--- src/rtl/sipo_loader_pkg.sv ---
// Shared definitions for the serial-in / parallel-out loader: FSM encoding
// and the width of the bit counter.
package sipo_loader_pkg;

    typedef enum logic [1:0] {
        IDLE  = 2'd0,
        SHIFT = 2'd1,
        LOAD  = 2'd2
    } state_t;

    // Counter must hold values 0..w inclusive, so it needs ceil(log2(w+1)) bits.
    function automatic int cnt_width(input int w);
        return $clog2(w + 1);
    endfunction

endpackage

--- src/rtl/bit_counter.sv ---
// Bit counter for the SIPO loader: synchronous clear, increment enable,
// saturates at n so it can never wrap.
module bit_counter
    import sipo_loader_pkg::*;
#(
    parameter  int n  = 4,
    localparam int CW = cnt_width(n)
) (
    input  logic          clk,
    input  logic          reset,
    input  logic          i_clr,
    input  logic          i_inc,
    output logic [CW-1:0] o_count
);

    localparam logic [CW-1:0] MAX_CNT = CW'(n);

    logic [CW-1:0] r_count;

    // Count valid bits of the current frame; clear has priority over increment.
    always_ff @(posedge clk or posedge reset) begin
        if (reset) begin
            r_count <= '0;
        end else if (i_clr) begin
            r_count <= '0;
        end else if (i_inc && (r_count != MAX_CNT)) begin
            r_count <= r_count + 1'b1;
        end
    end

    assign o_count = r_count;

endmodule

--- src/rtl/sipo_loader.sv ---
// Serial-in / parallel-out loader. Collects n valid serial bits per frame
// and presents the word on Q with a one-cycle load strobe, ready to drive a
// register_load-style consumer directly (Q -> I, load -> load).
module sipo_loader
    import sipo_loader_pkg::*;
#(
    parameter int n         = 4,
    parameter int MSB_FIRST = 1
) (
    input  logic         clk,
    input  logic         reset,
    input  logic         start,
    input  logic         sin,
    input  logic         sin_valid,
    output logic [n-1:0] Q,
    output logic         load,
    output logic         busy,
    output logic         abort
);

    localparam int CW = cnt_width(n);

    state_t        r_state;
    logic [n-1:0]  r_sr;
    logic [n-1:0]  r_q;
    logic          r_load;
    logic          r_busy;
    logic          r_abort;

    logic [CW-1:0] w_count;
    logic          w_clr;
    logic          w_inc;
    logic          w_last;
    logic [n-1:0]  w_sr_next;

    // start always opens a fresh frame, so it always clears the count.
    // A bit only counts in SHIFT, and start on the same edge drops it.
    assign w_clr  = start;
    assign w_inc  = (r_state == SHIFT) && !start && sin_valid;
    assign w_last = (w_count == CW'(n - 1));

    bit_counter #(.n(n)) u_bit_counter (
        .clk     (clk),
        .reset   (reset),
        .i_clr   (w_clr),
        .i_inc   (w_inc),
        .o_count (w_count)
    );

    // Next shift-register value: MSB-first shifts left so the first bit
    // ends in Q[n-1]; LSB-first shifts right so it ends in Q[0].
    always_comb begin
        w_sr_next = r_sr;
        if (MSB_FIRST != 0) begin
            w_sr_next = {r_sr[n-2:0], sin};
        end else begin
            w_sr_next = {sin, r_sr[n-1:1]};
        end
    end

    // Frame FSM with registered outputs; load and abort default low so they
    // are single-cycle pulses.
    always_ff @(posedge clk or posedge reset) begin
        if (reset) begin
            r_state <= IDLE;
            r_sr    <= '0;
            r_q     <= '0;
            r_load  <= 1'b0;
            r_busy  <= 1'b0;
            r_abort <= 1'b0;
        end else begin
            r_load  <= 1'b0;
            r_abort <= 1'b0;
            case (r_state)
                IDLE: begin
                    if (start) begin
                        r_state <= SHIFT;
                        r_sr    <= '0;
                        r_busy  <= 1'b1;
                    end
                end
                SHIFT: begin
                    if (start) begin
                        // Restart: throw away the partial frame, Q untouched.
                        r_sr    <= '0;
                        r_abort <= 1'b1;
                    end else if (sin_valid) begin
                        r_sr <= w_sr_next;
                        if (w_last) begin
                            r_state <= LOAD;
                            r_q     <= w_sr_next;
                            r_load  <= 1'b1;
                            r_busy  <= 1'b0;
                        end
                    end
                end
                LOAD: begin
                    if (start) begin
                        r_state <= SHIFT;
                        r_sr    <= '0;
                        r_busy  <= 1'b1;
                    end else begin
                        r_state <= IDLE;
                    end
                end
                default: begin
                    r_state <= IDLE;
                    r_busy  <= 1'b0;
                end
            endcase
        end
    end

    assign Q     = r_q;
    assign load  = r_load;
    assign busy  = r_busy;
    assign abort = r_abort;

endmodule

--- config.mk ---
export PLATFORM = sky130hd
export DESIGN_NAME = sipo_loader
export DESIGN_NICKNAME = d
export VERILOG_FILES = /design/src/rtl/sipo_loader_pkg.sv /design/src/rtl/bit_counter.sv /design/src/rtl/sipo_loader.sv
export SDC_FILE = /design/constraint.sdc
export NUM_CORES = 1
export LEC_CHECK = 0
export BUFFER_PORTS_ARGS = -buffer_cell sky130_fd_sc_hd__buf_4
export CORE_AREA = 2 2 49 51
export CTS_CLUSTER_DIAMETER = 50
export DETAILED_ROUTE_END_ITERATION = 8
export DIE_AREA = 0 0 51 53
export PLACE_DENSITY = 0.49
export SYNTH_ARGS = -nofsm -noshare
export SYNTH_HDL_FRONTEND = slang
export SYNTH_SLANG_ARGS = --single-unit
--- constraint.sdc ---
create_clock -name clk -period 1.74 [get_ports clk]
set_clock_uncertainty 0.05 [all_clocks]
set_input_delay 0.174 -clock clk [delete_from_list [all_inputs] [get_ports clk]]
set_output_delay 0.174 -clock clk [all_outputs]
set_load 0.02 [all_outputs]
==> summary.md, run 1 <==
| Metric | Value |
|---|---|
| Status | finished clean |
| Syn_area_per_cell | 12.3 um2 |
| Fmax | 0.642 GHz |
| Crit path max-delay family | simple AND/OR/NAND/NOR gates |
| Gr usage total | 0.102 |
| Die area | 0.00270 mm2 |
| 1st-pass router iterations | 4 |
| Final setup viols | 0 |
| Drt drc | 0 |
| Clock buffers created by TritonCTS | 3 |
| Largest cells by area after synthesis | dfrtp_1 53%, mux2_4 11%, ha_1 5.3% |
| Total gr overflow | 0 |
| Yosys warnings | 0 |
| Core area | 0.00215 mm2 |
| Fin. Hold Viols | 0 |
| Tmin final | 1560 ps |
| DR iter-0 viols | 9 |
| Max stage delay cell, worst path | dfrtp_1 |
| CTS tree | yes |
| Unique masters post-synth | 17 |
| CP Max Fanout | 5 |
| Die span in y | 53 um |
| FF+latch area | 375 um2 |
| H-tree Lvls | 1 |
| Worst setup path class | register to register |
| Setup tns final | 0 ps |
| GP Congestion | around 0.63 |
| Maximum VDD drop | between 0.5 and 0.6 mV |
| Met1 usage | 0.126 |
| Worst EP required | 1850 ps |
| Crit path largest cell delay | 420 ps |
| Leakage | 0.000417 uW |
| Die width | 51 um |
| Post-synth EDFFs | 0 |
| Max-slew headroom | 0.611 |
| Per-cell routed wire length | about 11 um |
| Clk slew on worst S/H paths | 80 ps |
| Via-to-Cell Ratio | 4.44 |
| Routed Antenna Nets | 0 |
| Starting Density | 0.331 |
| Synth Flop Type | dfrtp_1 |
| Multi-input logic area | 295 um2 |
| Num ports | 12 |
| Clock sink count | 15 |
| Crit end category | register |
| Slew Limit Fails | 0 |
| Grt peak-use layer | met2 |
| Sequence of cells on the critical path | nor4bb_4, and2_1, mux2_4 |
| Final net count | 82 |
| Final HPWL DP | about 850 um |
| Port Buffers | 11 |
| Fill cells | 211 |
| Routed WL | 1150 um |
| Register area share after synthesis | 0.527 |
| Antenna Cells | 0 |
| Syn Nets | 66 |
| Setup bufs post-CTS | 0 |
| Global-route wire length before repair | just under 2000 um |
| Vias in the first global route | approximately 420 |
| CTS Buffer Depth | 2 |
| FFs w/ async S/R, synth | 1.00 |
| Met2 Use GR | 0.158 |
| Yosys top cell area share | 0.527 |
| GR Util met3 | 0.0508 |
| Synth Register Bits | 15 |
| Synth top cells by count | 15 x dfrtp_1, 6 x nand2_1, 5 x a21oi_1, 5 x inv_1, 5 x mux2_4 |
| Largest net degree at the start of global routing | 16 |
| Clock Latency Late Sink | 280 ps |
| Final period util | 0.895 |
| Share of post-route cells with drive strength above 1 | 0.301 |
| RSZ-0062 raised after global routing | false |
| Final instance area | ~850 um2 |
| Yosys top cell by area | dfrtp_1 |
| Synthesized instance count | 58 |
| PwrDens | 945 mW/mm2 |
| Worst-margin pin slew | 583 ps |
| WP buf/inv | 0 |
| Worst Hold Class | primary input to register |
| Most common cell in the netlist | dfrtp_1 |
| Max-cap viol count | 0 |
| Critical Path AT | 1670 ps |
| Worst Setup Start Kind | register |
| Row count | 17 |
| Root Driver | clkbuf_4 |
| Cell Area, Placed | about 810 um2 |
| Synth Cell Area | about 700 um2 |
| Via Count | 448 |
| Area grow syn2layout | 19.5% |
| Initial antenna violation count | 0 |
==> sequential cells by signal (all words and copies together), names as in the netlist <==
register,cells
r_state,2
busy,1
Q,4
abort,1
r_sr,3
load,1
u_bit_counter.o_count,3
==> logic make-up after synthesis <==
kind of cell | synth area share
muxes | 0.134
DFF | 0.527
adders and majority gates | 0.0527
AOI/OAI and AO/OA | 0.0984
buffers and inverters | 0.0580
and+or+nand+nor | 0.130
==> metal layers <==
layer	wire length, um	vias to the layer above
li1	-	230
met1	572	206
met2	508	12
met3	69	0
met4	0	0
met5	0	-
==> what timing repair did <==
| item | CTS | global route |
|---|---|---|
| hold buffers | 1 | 0 |
| endpoints found under the hold margin | 15 | 0 |
| endpoints found under the setup margin | 0 | 0 |
| gates resized for setup | 0 | 0 |
==> layout by cell type (no fill, tap or decap) <==
| master | instances |
|---|---|
| and2_2 | 1 |
| clkbuf_1 | 1 |
| nand2b_1 | 2 |
| ha_1 | 3 |
| o21bai_1 | 1 |
| nor2_1 | 1 |
| mux2i_1 | 2 |
| buf_4 | 12 |
| inv_1 | 5 |
| dfrtp_1 | 15 |
| nand2_1 | 6 |
| mux2_4 | 5 |
| and2_1 | 1 |
| nor4bb_4 | 1 |
| a22oi_1 | 3 |
| dlygate4sd3_1 | 1 |
| clkbuf_4 | 3 |
| nor3b_1 | 2 |
| a21oi_1 | 5 |
| o21ai_0 | 3 |
==> where the power goes <==
group	internal (uW)	total (uW)	switching, uW	leakage (uW)
Sequential	391	419	27.3	0.000197
Combinational	96.8	192	95.4	0.000205
Clock	88.8	193	105	0.0000150
Total	577	804	227	0.000417
==> path summary, 6_finish.rpt <==
check                                         start                        to  slack, ps  depth (start not counted)
setup / recovery                         r_state[1]                      Q[2]        180                          3
hold / removal                                  sin                      Q[0]        100                          2
setup reg to reg                         r_state[1]                      Q[2]        180                          3
hold reg to reg            u_bit_counter.o_count[0]  u_bit_counter.o_count[0]        470                          1
max in group asynchronous                     reset                      Q[2]        800                          3
min in group asynchronous                     reset                   r_sr[1]        460                          3
==> per-stage QoR <==
step	hold WS [ps]	utilization	setup WS (ps)	power [uW]	instances
6_report	98.0	0.396	183	804	101
3_5_place_dp	230	0.379	185	620	96
2_1_floorplan	25.5	-	247	548	58
3_3_place_gp	236	0.379	196	617	96
4_1_cts	85.1	0.396	165	819	101
5_1_grt	73.0	0.396	84.2	862	101
==> worst register-to-register path: stages (launching register included) <==
cell      delay [ps]
dfrtp_1          420
nor4bb_4         320
and2_1           330
mux2_4           330
==> area by class of cell <==
| type | count | area share |
|---|---|---|
| Inverter | 5 | 0.0221 |
| Tap cell | 28 | 0.0412 |
| Timing Repair Buffer | 13 | 0.118 |
| Clock buffer | 4 | 0.0309 |
| Sequential cell | 15 | 0.441 |
| Multi-Input combinational cell | 36 | 0.347 |
(Power assumes the default switching activity.)
==> run 2: changes to the inputs <==
- CORE_AREA: 2 2 49 51 -> 2 2 50 52
- CTS_BUF_LIST: not set -> sky130_fd_sc_hd__clkbuf_2
- DIE_AREA: 0 0 51 53 -> 0 0 52 54
- PLACE_DENSITY: 0.49 -> 0.5
- REMOVE_ABC_BUFFERS: not set -> 1
- SYNTH_HIERARCHICAL: not set -> 1
==> summary.md, run 2 <==
| Metric | Value |
|---|---|
| Status | finished clean |
| Leakage | 0.000463 uW (+11%) |
| GP Congestion | 0.649 (+2.9%) |
| Via Count | 511 (+14%) |
| Fmax | 0.634 GHz (-1.3%) |
| Gr usage total | 0.112 (+0.00999) |
| Crit end category | register |
| Die span in y | 54 um (+1.9%) |
| Die width | 52 um (+2.0%) |
| Slew Limit Fails | 0 (unchanged) |
| Synth Register Bits | 15 (unchanged) |
| Routed Antenna Nets | 0 (unchanged) |
| Core area | 0.00232 mm2 (+8.0%) |
| DR iter-0 viols | 12 (+3) |
| Most common cell in the netlist | dfrtp_1 |
| FFs w/ async S/R, synth | 1.00 (unchanged) |
| Die area | 0.00281 mm2 (+3.9%) |
| Starting Density | 0.329 (-0.00237) |
| H-tree Lvls | 1 (unchanged) |
| Clk slew on worst S/H paths | 160 ps (+80 ps) |
| Sequence of cells on the critical path | nand2b_4, nor2_1, a21boi_4, mux2_4 |
| WHS | 63.7 ps (-34.3 ps) |
| Final HPWL DP | 998 um (+18%) |
| Crit path max-delay family | flip-flops |
| Worst EP required | 1860 ps (about the same) |
| Yosys warnings | 6 (+6) |
| Antenna Cells | 0 (unchanged) |
| Clock sink count | 15 (unchanged) |
| Largest cells by area after synthesis | dfrtp_1 49%, mux2_4 9.8%, nand2b_4 3.6% |
| Commonest non-fill, non-tap cells in the layout | 15 x dfrtp_1, 12 x buf_4, 7 x nand2_1 |
| Largest register FFs | 4 (unchanged) |
| PwrDens | 665 mW/mm2 (-30%) |
| Largest net degree at the start of global routing | 13 (-3) |
| Max-slew headroom | 0.666 (+0.0549) |
| Setup bufs post-CTS | 0 (unchanged) |
| Max-cap viol count | 0 (unchanged) |
| Initial antenna violation count | 0 (unchanged) |
| Post-cts sizing count | 0 (unchanged) |
| RSZ-0062 raised after global routing | false |
| Area grow syn2layout | 20.0% |
| Worst Setup Start Kind | register |
| Unique masters post-synth | 23 (+6) |
| CP Max Fanout | 7 (+2) |
| Crit path largest cell delay | 480 ps (+60 ps) |
| Num ports | 12 (unchanged) |
| Final setup viols | 0 (unchanged) |
| Yosys top cell by area | dfrtp_1 |
| Commonest non-fill, non-tap cell in the layout | dfrtp_1 |
| Final period util | 0.906 (+0.0117) |
| 1st-pass router iterations | 4 (unchanged) |
| Synth Cell Area | 763 um2 (+7.2%) |
| Setup tns final | 0 ps (unchanged) |
| Worst-margin pin slew | 501 ps (-82.3 ps) |
| Post-synth EDFFs | 0 (unchanged) |
| Row count | 18 (+1) |
| Met1 usage | 0.134 (+0.00815) |
| Global-route wire length before repair | 2280 um (+17%) |
| Fin. Hold Viols | 0 (unchanged) |
| Met2 Use GR | 0.192 (+0.0340) |
| Max stage delay cell, worst path | dfrtp_1 |
| Tmin final | 1580 ps (+20.3 ps) |
| WP buf/inv | 0 (unchanged) |
| Routed WL | 1340 um (+17%) |
| Yosys top cell area share | 0.492 (-0.0354) |
| Via-to-Cell Ratio | 4.60 (+3.8%) |
| Clock buffers created by TritonCTS | 3 (unchanged) |
| Synthesized instance count | 65 (+12%) |
| Register area share after synthesis | 0.492 (-0.0354) |
| Syn_area_per_cell | 11.7 um2 (-4.3%) |
| Clock Latency Late Sink | 280 ps (about the same) |
| Maximum VDD drop | 0.322 mV (-37%) |
| Drt drc | 0 (unchanged) |
| Vias in the first global route | 515 (+22%) |
| Root Driver | clkbuf_2 |
| Critical Path AT | 1700 ps (+30 ps) |
| CTS Buffer Depth | 2 (unchanged) |
| Total gr overflow | 0 (unchanged) |
| Worst Hold Class | primary input to register |
| Fill cells | 241 (+14%) |
| CTS tree | yes |
| Port Buffers | 11 (unchanged) |
| Per-cell routed wire length | 12.1 um (+6.3%) |
| Synth Flop Type | dfrtp_1 |
| Grt peak-use layer | met2 |
| Share of post-route cells with drive strength above 1 | 0.358 (+0.0567) |
| Worst setup path class | register to register |
| Final net count | 89 (+8.5%) |
| Synth top cells by count | 15 x dfrtp_1, 7 x nand2_1, 5 x inv_1, 5 x mux2_4, 4 x nor2_1 |
| GR Util met3 | 0.0167 (-0.0342) |
[run 2: changes by cell type after synthesis, moves of 2 or more]
cell / change
a21oi_1: -2
a22oi_1: -3
buf_6: -2
nand2b_4: +2
nand3_1: +3
nor2_1: +3
nor2b_1: +2
nor3_1: +2
nor3b_1: -2
o211ai_1: +3
o21ai_0: -2
[run 2: worst register-to-register path, cell delays in order (launching register included)]
cell	delay (ps)
dfrtp_1	480
nand2b_4	200
nor2_1	180
a21boi_4	240
mux2_4	310
[run 2: path summary, 6_finish.rpt]
kind                             from  slack (ps)  cells past startpoint                  endpoint
max in group asynchronous       reset         890                      3                      Q[1]
setup reg to reg           r_state[1]         160                      4  u_bit_counter/o_count[0]
min in group asynchronous       reset         240                      3  u_bit_counter/o_count[2]
hold reg to reg                  Q[1]         480                      1                      Q[1]
hold / removal                  start          60                      2  u_bit_counter/o_count[2]
setup / recovery           r_state[1]         160                      4  u_bit_counter/o_count[0]
[run 2: routing by layer]
metal  share of wire  routed length, um  vias to the layer above
met5               0                  0                        -
met4           0.015                 20                        0
met3           0.040                 54                        2
met2            0.48                648                       15
met1            0.46                620                      241
li1                -                  -                      253
[run 2: cell type report]
cell class	instances	area [um2]	area share
sequential	15	375	0.410
timing repair buffer	13	100	0.109
tap	30	37.5	0.0410
clock buffer	4	20.0	0.0219
inverter	5	18.8	0.0205
multi-input combinational	44	364	0.398
[run 2: kinds of logic (layout without fill, tap and decap cells)]
| family | after synthesis | in the layout | synth area share |
|---|---|---|---|
| compound gates | 9 | 9 | 0.0951 |
| simple gates | 27 | 27 | 0.238 |
| buf+inv | 6 | 22 | 0.0311 |
| fa+ha+maj | 2 | 2 | 0.0328 |
| mux | 6 | 6 | 0.111 |
| flops | 15 | 15 | 0.492 |
[run 2: what timing repair did]
action / CTS / global route
hold buffers: 1 / 0
endpoints found under the setup margin: 0 / 0
endpoints found under the hold margin: 15 / 0
[run 2: report_power, final]
part / switching, uW / leakage, uW / internal [uW]
logic: 36.6 / 0.000247 / 32.9
registers: 9.63 / 0.000200 / 358
clock network: 111 / 0.0000166 / 61.0
total: 158 / 0.000463 / 451
[run 2: per-stage QoR]
| stage | instance area (um2) | util | power [uW] | std cells | setup WS [ps] |
|---|---|---|---|---|---|
| after global routing | 916 | 0.395 | 636 | 111 | 122 |
| after CTS | 916 | 0.395 | 618 | 111 | 174 |
| after detailed placement | 886 | 0.382 | 443 | 106 | 219 |
| after global placement | 886 | 0.382 | 442 | 106 | 225 |
| after floorplan | 758 | - | 416 | 64 | 308 |
| final | 916 | 0.395 | 609 | 111 | 163 |
